## config.mk

```make
export PLATFORM = sky130hd
export DESIGN_NAME = four_bit_serial_subtractor
export DESIGN_NICKNAME = d
export VERILOG_FILES = /design/src/rtl/four_bit_serial_subtractor.sv
export SDC_FILE = /design/constraint.sdc
export NUM_CORES = 1
export LEC_CHECK = 0
export ABC_AREA = 1
export BUFFER_PORTS_ARGS = -buffer_cell sky130_fd_sc_hd__buf_4
export CAP_MARGIN = 20
export CORE_AREA = 2 2 48 50
export DETAILED_ROUTE_END_ITERATION = 7
export DIE_AREA = 0 0 50 52
export GPL_TIMING_DRIVEN = 0
export PLACE_DENSITY = 0.86
export SYNTH_ARGS = -nofsm -noshare
export SYNTH_HDL_FRONTEND = slang
export SYNTH_SLANG_ARGS = --single-unit
```

## constraint.sdc

```tcl
create_clock -name clk -period 2.03 [get_ports clk]
set_input_delay 0.1015 -clock clk [delete_from_list [all_inputs] [get_ports clk]]
set_output_delay 0.1015 -clock clk [all_outputs]
set_load 0.05 [all_outputs]
```

## src/rtl/four_bit_serial_subtractor.sv

```systemverilog
// Bit-serial 4-bit subtractor: {Bout, D} = A - B - Bin, one bit per clock, LSB first.
// Operands are latched on the accepting edge; results update only on the done edge.
module four_bit_serial_subtractor (
   input  logic clk,
   input  logic rst,
   input  logic A0,
   input  logic A1,
   input  logic A2,
   input  logic A3,
   input  logic B0,
   input  logic B1,
   input  logic B2,
   input  logic B3,
   input  logic Bin,
   input  logic start,
   output logic busy,
   output logic done,
   output logic D0,
   output logic D1,
   output logic D2,
   output logic D3,
   output logic Bout,
   output logic V
);

   localparam int unsigned W  = 4;
   localparam int unsigned CW = 2;

   typedef enum logic [1:0] {
      S_IDLE  = 2'd0,
      S_SHIFT = 2'd1,
      S_DONE  = 2'd2
   } state_t;

   state_t          state;
   logic [W-1:0]    a_q;
   logic [W-1:0]    b_q;
   logic [W-2:0]    sr;
   logic [CW-1:0]   cnt;
   logic            br;

   logic            a_bit_c;
   logic            b_bit_c;
   logic            d_bit_c;
   logic            br_next_c;

   // Single full-subtractor step on the bit selected by the counter
   always_comb begin
      a_bit_c   = a_q[cnt];
      b_bit_c   = b_q[cnt];
      d_bit_c   = a_bit_c ^ b_bit_c ^ br;
      br_next_c = (~a_bit_c & b_bit_c) | (~(a_bit_c ^ b_bit_c) & br);
   end

   always_ff @(posedge clk or posedge rst) begin
      if (rst) begin
         state <= S_IDLE;
         a_q   <= '0;
         b_q   <= '0;
         sr    <= '0;
         cnt   <= '0;
         br    <= 1'b0;
         busy  <= 1'b0;
         done  <= 1'b0;
         D0    <= 1'b0;
         D1    <= 1'b0;
         D2    <= 1'b0;
         D3    <= 1'b0;
         Bout  <= 1'b0;
         V     <= 1'b0;
      end else begin
         case (state)
            S_IDLE, S_DONE: begin
               done <= 1'b0;
               if (start) begin
                  a_q   <= {A3, A2, A1, A0};
                  b_q   <= {B3, B2, B1, B0};
                  br    <= Bin;
                  cnt   <= '0;
                  busy  <= 1'b1;
                  state <= S_SHIFT;
               end else begin
                  busy  <= 1'b0;
                  state <= S_IDLE;
               end
            end
            S_SHIFT: begin
               // Low difference bits collect MSB-first so sr ends as {d2,d1,d0}
               sr  <= {d_bit_c, sr[W-2:1]};
               br  <= br_next_c;
               cnt <= cnt + CW'(1);
               if (cnt == CW'(W - 1)) begin
                  D0    <= sr[0];
                  D1    <= sr[1];
                  D2    <= sr[2];
                  D3    <= d_bit_c;
                  Bout  <= br_next_c;
                  V     <= (a_q[W-1] ^ b_q[W-1]) & (a_q[W-1] ^ d_bit_c);
                  busy  <= 1'b0;
                  done  <= 1'b1;
                  state <= S_DONE;
               end
            end
            default: begin
               busy  <= 1'b0;
               done  <= 1'b0;
               state <= S_IDLE;
            end
         endcase
      end
   end

endmodule
```

==> metrics list, run 1 <==
* Worst Path Max Fanout: 6
- Total of buffers placed on input and output ports: 19
- Number of top-level pins: 20
* Post-route cell area: roughly 0.0013 mm²
* Cell type contributing the most total cell area after synthesis: dfrtp_1
- The number of setup buffers added after CTS is 0.
- The internal power of the cells totals 1.16 mW.
* Final Critical Period: 1810 ps
- Placement row count: 17
* Unrepaired setup endpoints after global routing: false
* DRC violation total after the first TritonRoute iteration: 14
- The core region is 0.00211 mm².
- In the synthesized netlist, the number of instances is 115.
- Master of the slowest instance on the critical path: fa_1
* Worst EP arrival: approximately 2000 ps
* Die X-Extent: 50 µm
- Hold/Removal Path Class: in2reg
- For the worst flop-to-flop path, the logic depth is 10.
- Worst Setup Start Kind: flip-flop
- DP Cell Count: 162
- After synthesis, the mean cell area works out to 9.10 µm².
- Synth Net Count: about 130
- Relative to the synthesized area, the layout overhead comes to 20.6%.
- Max-capacitance violation count: 0
* Clock-pin slew reported for the worst setup and hold paths after clock tree synthesis: roughly 120 ps
- Across all setup checks in the final design, the least slack found is roughly 220 ps.
- The total count of hold-check failures in the final report was 0.
- Finished Layout Cells: 167
* Final #Nets: roughly 150
* DP Worst Slack: 238 ps
- Ranking of synthesized cells by area: dfrtp_1 55%, nand2_1 14%, nand3_1 6.2%, inv_1 4.7%, nand2_4 3.2%
- Clock tree synthesis found a total of 23 sinks.
- In this run the remaining antenna-violating nets after routing total 0.
- For this run, the top clock speed supported by timing is between 500 and 600 MHz.
* Combinational power share: between 50% and 60%
- The worst hold path terminates at b_q[1].
* Most frequent cells in the layout: 38 x nand2_1, 23 x dfrtp_1, 20 x buf_4, 13 x nand3_1, 13 x inv_1
- Category of the most critical setup path: reg2reg
* Min Hold Slack: 26.6 ps
- In this run switching power makes up 46.8% of total power.
- Before antenna repair, the detailed router went through 4 iterations.
- Clk Tree Root Cell: clkbuf_4
- Pwr dens: around 1700 mW/mm²
- The worst hold path passes through 3 cells.
- The routed layout has 824 vias.
- TritonCTS created 3 clock buffers.
- Summing the sequential cell areas from Yosys gives 55.0% of the chip area.
- Worst reg-to-reg setup slack: 220 ps
* Max IR drop VDD: between 0.7 and 0.8 mV
* Aggregate routed wire length: 1.77 mm
- Global-route wire length before repair: 3.19 mm
- Maximum clock insertion buffer count: 2
- In this run, distinct cell masters in the synthesized netlist total 17.
- The worst setup path is captured at a flip-flop.
- Filler cell count in the final layout: 192
- Worst r2r dst: V
- For the final database, setup skew stands at 1.57 ps.
- The run finished with clean final reports.
* Sum of negative setup slack: 0 ps
- Summed over all cells, the static leakage comes to 0.680 nW.
- The later pin in the worst-skew pair is clocked with a latency of 300 ps.
- The floorplan step defined a die boundary enclosing around 0.0026 mm².
* CTS tree: done
- Worst slew pin tran: 830 ps
- Initial antenna violation count: 0
- WP data required: 2230 ps
- Cell with the most instances on the worst path: nand2_1
- Worst max-slew margin expressed relative to the limit: 44.6%
* Hold path startpoint: B1
* Final HPWL DP: 1.39 mm
- In the final routed layout, each cell accounts on average for between 10 and 15 µm.
* DR DRC count: 0
* Initial core utilization: 49.7%
- The post-route netlist has 25.2% of its cells at a drive strength greater than 1.
- Area of the mapped netlist: 0.00105 mm²
* Placement-stage cell area: 0.00122 mm²
- Top cell family by delay on the critical path: adder cells
* Cells along the critical path: inv_1 -> nand2_1 -> o211ai_1 -> nand2_1 -> fa_1 -> inv_1 -> nand3_1 -> nand2_1 -> nand2_1 -> nand2_1
* Crit path largest cell delay: 550 ps
- Global placement routability congestion: 0.822
- Switching component of the power: 1.02 mW
- Seq cells post-synth: 23
- Setup violations remaining at the end of the flow were counted as 0.
* Overflow left after global routing: 0
- Startpoint of the lowest-slack register-to-register path: cnt[0]
- Buffers & Inverters on Critical Path: 2
* All-layer global routing usage: ~16%
* Final period util: 89.1%
- Yosys printed 0 warnings.
* Via count of the first global-routing pass: 772
* Htree depth: 1
- Registers are responsible for a little under two fifths of the overall power.
- Vertical extent of the die: around 52 µm
- Entering global routing, the biggest net connects 24 pins.
- Commonest non-fill, non-tap cell in the layout: nand2_1
* Number of slew-limit violations in the final report: 0
* Clock Power Share: a little under a tenth
- 0 antenna diodes ended up in the layout.
- Summed over its instances, the top area cell type makes up 55.0% of the synthesized netlist area.
- Per-cell via count in the routed design: roughly 5
[tightest hold or removal path, delay by kind of cell]
kind / cells / cell delay, ps
and+or+nand+nor: 2 / 120
buffers and inverters: 1 / 80
[repair_timing]
action	CTS	global route
gates resized for setup	0	0
hold endpoints to repair	23	0
setup endpoints to repair	0	0
hold buffers	1	0
[area by class of cell]
cell class                 count  area, µm²  area share, %
clock inverter                 1       5.00          0.397
buffer                         2       18.8           1.49
sequential                    23        576           45.6
clock buffer                   3       22.5           1.79
multi-input combinational     76        399           31.6
inverter                      14       52.6           4.17
tap                           28       35.0           2.78
timing repair buffer          20        153           12.1
[cell families after synthesis]
group                      count (synthesis)  share of synthesized area (%)
and+or+nand+nor                           59                           25.6
buffers and inverters                     16                           6.82
adders and majority gates                  2                           3.11
AOI/OAI and AO/OA                         15                           9.45
DFF                                       23                           55.0
[power by group through the flow]
stage / registers, mW / logic (mW) / clock network [mW]
after floorplan: 1.02 / 0.696 / 0
after global placement: 0.810 / 1.15 / 0
after detailed placement: 0.822 / 1.17 / 0
after CTS: 0.812 / 1.18 / 0.212
after global routing: 0.842 / 1.32 / 0.237
final: 0.811 / 1.16 / 0.202
[state kept, by name, summed over array words and instances (netlist names), 2 cells and up]
signal  flops
a_q         4
cnt         2
sr          3
b_q         4
[metal layers]
metal	track usage (%)	vias to the layer above	share of wire (%)
met5	0	-	0
met4	4.17	0	0
met3	2.87	0	5.3
met2	29.4	19	51
met1	20.0	391	44
li1	-	414	-
[Yosys cell counts]
| cell | number |
|---|---|
| nand2_1 | 38 |
| dfrtp_1 | 23 |
| inv_1 | 13 |
| nand3_1 | 13 |
| nor2_1 | 4 |
| o21ai_0 | 4 |
| o21ai_1 | 4 |
| a21oi_2 | 3 |
| nand2_4 | 3 |
| o211ai_1 | 2 |
| o21ai_2 | 2 |
| buf_4 | 1 |
| buf_6 | 1 |
| fa_1 | 1 |
| ha_1 | 1 |
| inv_2 | 1 |
| nor2_4 | 1 |
[worst max-delay path by stage]
stage / startpoint / endpoint / depth (start not counted)
6_report: cnt[0] / V / 10
5_1_grt: cnt[0] / V / 9
4_1_cts: cnt[0] / V / 10
3_5_place_dp: cnt[0] / V / 10
3_3_place_gp: cnt[0] / V / 10
2_1_floorplan: cnt[0] / V / 10
[stage by stage]
| stage | power [mW] | util [%] |
|---|---|---|
| 2_1_floorplan | 1.71 | - |
| 3_3_place_gp | 1.96 | 58.1 |
| 3_5_place_dp | 1.99 | 58.1 |
| 4_1_cts | 2.20 | 59.9 |
| 5_1_grt | 2.40 | 59.9 |
| 6_report | 2.17 | 59.9 |
(Power assumes the default switching activity.)
==> inputs of run 2 (changes only) <==
==> constraint.sdc (replaced) <==
create_clock -name clk -period 2.03 [get_ports clk]
set_input_delay 0.203 -clock clk [delete_from_list [all_inputs] [get_ports clk]]
set_output_delay 0.203 -clock clk [all_outputs]
set_load 0.05 [all_outputs]
==> run 2 against run 1 <==
Against the previous run:
- clock-buffer cell count is the same
- sequential power hardly changed
- sequential share of layout area rose by 0.37 points
- final cell count decreased by 0.60%
- critical endpoint unchanged
- largest cell class unchanged
==> metrics list, run 2 (synthesis gave the netlist of run 1 again) <==
* Result of the run: finished, final reports clean
- CTS resizes: 0 (unchanged)
- Master of the slowest instance on the critical path: fa_1
* All-layer global routing usage: 16.3% (unchanged)
* Crit path largest cell delay: 540 ps (about the same)
* Filler cell count in the final layout: 194 (+1.0%)
- Number of failing setup endpoints in the final timing report: 0 (unchanged)
* Highest achievable clock rate: 553 MHz (about the same)
- The share of the core filled with cells is 59.4% (-0.48 points).
- The total count of hold-check failures in the final report came to 0 (unchanged).
* Worst r2r dst: V
* Signed area change from the synthesized netlist to the final layout: 19.6%
- Area of the core: 0.00211 mm² (unchanged)
- Average wire per cell in the routed design: 10.6 µm (+0.32%)
* 1st-pass router iterations: 4 (unchanged)
- Worst EP arrival: 2010 ps (about the same)
* Maximum clock insertion buffer count: 2 (unchanged)
* Max-capacitance violation count: 0 (unchanged)
* Number of top-level pins: 20 (unchanged)
* Worst slew pin tran: 830 ps (+0.706 ps)
- The via count of the first global-routing pass is 772 (unchanged).
* Global-route wire length before repair: 3.19 mm (unchanged)
* Initial antenna violation count: 0 (unchanged)
- The worst setup path is of the reg2reg kind.
- Final period util: 89.0% (about the same)
- The shortest clock period the worst path allows after layout was 1810 ps (-0.800 ps).
* Worst max-slew margin expressed relative to the limit: 44.6% (-0.047 points)
- The total negative setup slack was 0 ps (unchanged).
- Most frequent cells in the layout: 38 x nand2_1, 23 x dfrtp_1, 20 x buf_4, 13 x nand3_1, 13 x inv_1
- Clock sinks: 23 (unchanged)
- The maximum net fanout on the critical path came to 6 (unchanged).
* Depth of the worst register-to-register path: 10 (unchanged)
- Pwr dens: 1730 mW/mm² (+0.65%)
- The reg-to-reg setup timing slack was 220 ps (about the same).
- The number of nets in the layout is 153 (-0.65%).
* Hold/Removal Path Class: in2async
- The number of clock buffers inserted by TritonCTS was 3 (unchanged).
* Number of antenna repair diodes: 0 (unchanged)
- Initial core utilization: 49.7% (unchanged)
- Fraction of final layout cells sized beyond drive strength 1: 25.4% (+0.18 points)
* Clock-pin slew reported for the worst setup and hold paths after clock tree synthesis: 120 ps (about the same)
- Cell with the most instances on the worst path: nand2_1
- The number of pins exceeding their max-slew limit in the final report was 0 (unchanged).
* Overflow left after global routing: 0 (unchanged)
- Max IR drop VDD: 0.752 mV (about the same)
* Endpoint class of the critical path: flip-flop
- The largest registers in the layout are a_q (4), b_q (4), sr (3).
- Lkg Pwr: 0.676 nW (-0.61%)
* DRC violation total after the first TritonRoute iteration: 9 (-5)
* Via count: 819 (-0.61%)
* Worst Setup Start Kind: flip-flop
* Clk Tree Root Cell: clkbuf_4
- Worst Skew: 2.89 ps (+1.31 ps)
- TritonCTS built the clock tree.
* Unrepaired setup endpoints after global routing: false
- The data required time at the worst endpoint was 2230 ps (about the same).
* FF+latch area: 576 µm² (unchanged)
* Placement row count: 17 (unchanged)
- Leaving out fill and tap cells, the most frequent cell in the layout is nand2_1.
* DR DRC count: 0 (unchanged)
- The number of buffers inserted to repair setup after CTS was 0 (unchanged).
- Startpoint of the lowest-slack register-to-register path: cnt[0]
* Per-cell via count in the routed design: 4.93 (about the same)
* Aggregate routed wire length: 1.76 mm (-0.28%)
- The remaining number of nets flagged by the antenna check after routing is 0 (unchanged).
- Walking the worst path, the cells encountered are inv_1 -> nand2_1 -> o211ai_1 -> nand2_1 -> fa_1 -> inv_1 -> nand3_1 -> nand2_1 -> nand2_1 -> nand2_1.
- The width of the die is 50 µm (unchanged).
- The vertical extent of the die was 52 µm (unchanged).
- The deepest level of the CTS H-tree came to 1 (unchanged).
- The hold-fix buffer count after cts is 0 (-1).
* Final HPWL DP: 1.39 mm (unchanged)
* Clock latency at the later pin of the worst-skew pair: 300 ps (about the same)
- Full die area: 0.00260 mm² (unchanged)
- Total of buffers placed on input and output ports: 19 (unchanged)
- The area used by multi-input combinational logic was 399 µm² (unchanged).
- The largest net degree at the start of global routing is 24 (unchanged).
- The final weighted congestion in routability-driven placement is 0.822 (unchanged).
==> run 2: cell count changes in the layout (fill, tap and decap cells not counted), sizes merged <==
| cell | before | now |
|---|---|---|
| dlygate4sd3 | 1 | 0 |
==> run 2: how the worst max path moves through the flow <==
stage                      start  end  depth (start not counted)
after global placement    cnt[0]    V                         10
final                     cnt[0]    V                         10
after global routing      cnt[0]    V                          9
after detailed placement  cnt[0]    V                         10
after CTS                 cnt[0]    V                         10
after floorplan           cnt[0]    V                         10
==> run 2: cell type report <==
class	instances	area share, %
multi-input combinational	76	31.9
inverter	14	4.20
clock buffer	3	1.80
clock inverter	1	0.400
tap	28	2.80
buffer	2	1.50
timing repair buffer	19	11.4
sequential	23	46.0
==> run 2: routing by layer <==
metal,vias to the layer above,global-route usage [%],share of wire (%)
met1,388,20.0,44
met3,0,2.87,5.3
met5,-,0,0
li1,412,-,-
met4,0,4.17,0
met2,19,29.4,50
==> run 2: critical path, delay by kind of cell, from the launching register on <==
kind / cells / cell delay, ps
DFF: 1 / 460
adders and majority gates: 1 / 540
and+or+nand+nor: 6 / 370
AOI/OAI and AO/OA: 1 / 90
buffers and inverters: 2 / 230
==> run 2: where the power goes <==
part           internal [mW]  total [mW]  switching, mW  leakage [nW]
clock                 0.0733       0.201          0.127        0.0177
combinational          0.410        1.16          0.748         0.376
sequential             0.672       0.812          0.140         0.283
==> run 2: per-stage QoR <==
step | area, µm² | worst slack, ps | instances | hold slack, ps | power, mW
2_1_floorplan | 1050 | 392 | 115 | 205 | 1.71
3_3_place_gp | 1220 | 256 | 162 | 406 | 1.96
3_5_place_dp | 1220 | 238 | 162 | 425 | 1.99
4_1_cts | 1250 | 218 | 166 | 83.8 | 2.20
5_1_grt | 1250 | 63.6 | 166 | 122 | 2.39
6_report | 1250 | 223 | 166 | 55.8 | 2.17
==> inputs of run 3 (changes only) <==
--- a/config.mk
+++ b/config.mk
@@ -8,11 +8,12 @@
 export ABC_AREA = 1
 export BUFFER_PORTS_ARGS = -buffer_cell sky130_fd_sc_hd__buf_4
 export CAP_MARGIN = 20
-export CORE_AREA = 2 2 48 50
+export CORE_AREA = 2 2 52 54
 export DETAILED_ROUTE_END_ITERATION = 7
-export DIE_AREA = 0 0 50 52
+export DIE_AREA = 0 0 54 56
 export GPL_TIMING_DRIVEN = 0
-export PLACE_DENSITY = 0.86
+export PLACE_DENSITY = 0.76
+export SETUP_SLACK_MARGIN = 0.2
 export SYNTH_ARGS = -nofsm -noshare
 export SYNTH_HDL_FRONTEND = slang
 export SYNTH_SLANG_ARGS = --single-unit
==> run 3 against run 2 <==
Against the previous run:
- combinational power grew 6%
- die area grew 16%
- via count shrank 0.24%
- core utilization is 7.4 points lower
- sequential power rose by 0.9%
- clock power up 3%
- register-to-register slack improved by 80 ps
- largest cell class unchanged
- largest power group unchanged
- highest routed layer is now met4
==> metrics list, run 3 (synthesis gave the netlist of run 1 again) <==
* Worst r2r dst: V
- The worst setup path is captured at a flip-flop.
- The final weighted congestion in routability-driven placement came to 0.750 (-8.7%).
* Via count: 817 (-0.24%)
- TritonCTS built the clock tree.
- The power density over the cells was 1780 mW/mm² (+2.6%).
- Via count of the first global-routing pass: 774 (+0.26%)
- Hold/Removal Path Class: in2async
- Endpoints failing hold: 0 (unchanged)
- Pin count of the biggest net entering global routing: 24 (unchanged)
- Placement row count: 18 (+1)
- The library cell used most frequently in the layout, excluding fill and tap cells, is nand2_1.
* Worst Setup Start Kind: flip-flop
- The total routed wirelength came to 1.90 mm (+7.5%).
* Worst slew pin tran: 832 ps (+2.02 ps)
- Clock-pin slew reported for the worst setup and hold paths after clock tree synthesis: 120 ps (about the same)
* Max IR drop VDD: 0.782 mV (+3.9%)
- DR DRC count: 0 (unchanged)
- The total core area came to 0.00243 mm² (+16%).
- The mean number of vias per cell was 4.86 (-1.4%).
* Depth of the worst register-to-register path: 10 (unchanged)
- The data arrival time of the worst path is 1940 ps (-70 ps).
* Worst max-slew margin expressed relative to the limit: 44.5% (-0.13 points)
* Highest achievable clock rate: 578 MHz (+4.5%)
- The number of ports placed on the die boundary came to 20 (unchanged).
- Remaining antenna violation count after routing: 0 (unchanged)
- The width of the die was 54 µm (+8.0%).
* Master of the slowest instance on the critical path: fa_2
- Final core occ: 52.1% (-7.4 points)
- Number of buffers added by the clock tree synthesis step: 3 (unchanged)
- The share of cells above drive strength 1 was 29.0% (+3.6 points).
* Instance count on the critical path: 10 (unchanged)
- Number of slew-limit violations in the final report: 0 (unchanged)
- The worst register-to-register path begins at cnt[0].
- Result of the run: finished, final reports clean
- The deepest level of the CTS H-tree is 1 (unchanged).
- Initial core utilization: 43.0% (-6.7 points)
* 1st-pass router iterations: 4 (unchanged)
* Worst Path Max Fanout: 6 (unchanged)
* Cell with the most instances on the worst path: nand2_1
- The detailed-route wire length per cell is 11.3 µm (+6.3%).
- Start point of the critical path: cnt[0]
* Number of failing setup endpoints in the final timing report: 0 (unchanged)
- Max-capacitance violation count: 0 (unchanged)
* Final period util: 85.2% (-3.9 points)
* Worst Skew: 6.55 ps (+3.66 ps)
- The largest stage delay on the critical path is 590 ps (+50 ps).
- The signal on the critical path passes through inv_4 -> nand2_2 -> o211ai_1 -> nand2_1 -> fa_2 -> inv_2 -> nand3_2 -> nand2_1 -> nand2_1 -> nand2_1.
- Final HPWL DP: 1.42 mm (+2.6%)
- The quantity of I/O buffers inserted on ports is 19 (unchanged).
- The data required time at the worst endpoint was 2240 ps (about the same).
- In this run the worst setup path terminates at V.
- Final #Nets: 153 (unchanged)
- The initial antenna violation count came to 0 (unchanged).
- Regs by FF count: a_q (4), b_q (4), sr (3)
- Clk Tree Root Cell: clkbuf_4
- Worst reg-to-reg setup slack: 300 ps (+80 ps)
- The total negative setup slack came to 0 ps (unchanged).
- The static leakage was 0.671 nW (-0.72%).
- The clock latency of the later-clocked register in the worst-skew pair was 310 ps (about the same).
- Buffers & Inverters on Critical Path: 2 (unchanged)
- The die area was 0.00302 mm² (+16%).
- Top cell family by delay on the critical path: adder cells
- Compared with the post-synthesis result, the final layout area differs by 21.1%.
- Maximum clock insertion buffer count: 2 (unchanged)
- Global-route wire length before repair: 3.22 mm (+0.66%)
- All-layer global routing usage: 14.5% (-1.8 points)
- The hold-fix buffer count after cts came to 0 (unchanged).
* Overflow left after global routing: 0 (unchanged)
- Vertical extent of the die: 56 µm (+7.7%)
- Setup repair after global routing left no endpoint under its margin.
- The final antenna diode count was 0 (unchanged).
- DRC violation total after the first TritonRoute iteration: 13 (+4)
* Clock sinks: 23 (unchanged)
- Final Critical Period: 1730 ps (-78.6 ps)
* Most frequent cells in the layout: 37 x nand2_1, 22 x dfrtp_1, 20 x buf_4, 12 x nand3_1, 11 x inv_1
* Category of the most critical setup path: reg2reg
run 3: layer usage:
layer	routed length [µm]	vias to the layer above	part of all wire [%]	track usage [%]
li1	-	409	-	-
met1	873	384	46	19.4
met2	891	21	47	22.5
met3	109	3	5.8	3.23
met4	21	0	1.1	5.36
met5	0	-	0	0
run 3: per-stage QoR:
| stage | hold slack (ps) | instances | instance area [µm²] | power, mW | setup slack [ps] |
|---|---|---|---|---|---|
| finish | 49.9 | 168 | 1270 | 2.25 | 301 |
| CTS | 84.0 | 168 | 1250 | 2.22 | 245 |
| global placement | 414 | 164 | 1230 | 1.97 | 246 |
| global route | 94.5 | 168 | 1270 | 2.46 | 211 |
| floorplan | 205 | 115 | 1050 | 1.71 | 392 |
| detailed placement | 434 | 164 | 1230 | 2.01 | 227 |
run 3: cell type report:
cell class	instances	area (µm²)
Buffer	2	18.8
Clock buffer	4	26.3
Fill cell	231	1170
Inverter	14	55.1
Multi-Input combinational cell	76	409
Sequential cell	23	577
Tap cell	30	37.5
Timing Repair Buffer	19	143
run 3: where the power goes:
part           leakage, nW  internal [mW]  total (mW)  switching, mW
logic                0.375          0.438        1.23          0.790
clock network       0.0150         0.0767       0.207          0.130
registers            0.282          0.674       0.819          0.145
total                0.671           1.19        2.25           1.07
run 3: timing repair:
item                                    CTS  global route
resized for setup                         1             6
hold endpoints to repair                  0             0
endpoints found under the setup margin    1             1
buffers inserted                          0             0
pin swaps                                 0             2
run 3: worst min-delay path by stage:
stage / from / endpoint / slack (ps) / depth (start not counted)
2_1_floorplan: rst / Bout / 200 / 1
3_3_place_gp: rst / D2 / 410 / 2
3_5_place_dp: rst / D2 / 430 / 2
4_1_cts: rst / D1 / 80 / 2
5_1_grt: B2 / b_q[2] / 90 / 3
6_report: rst / cnt[1] / 50 / 2
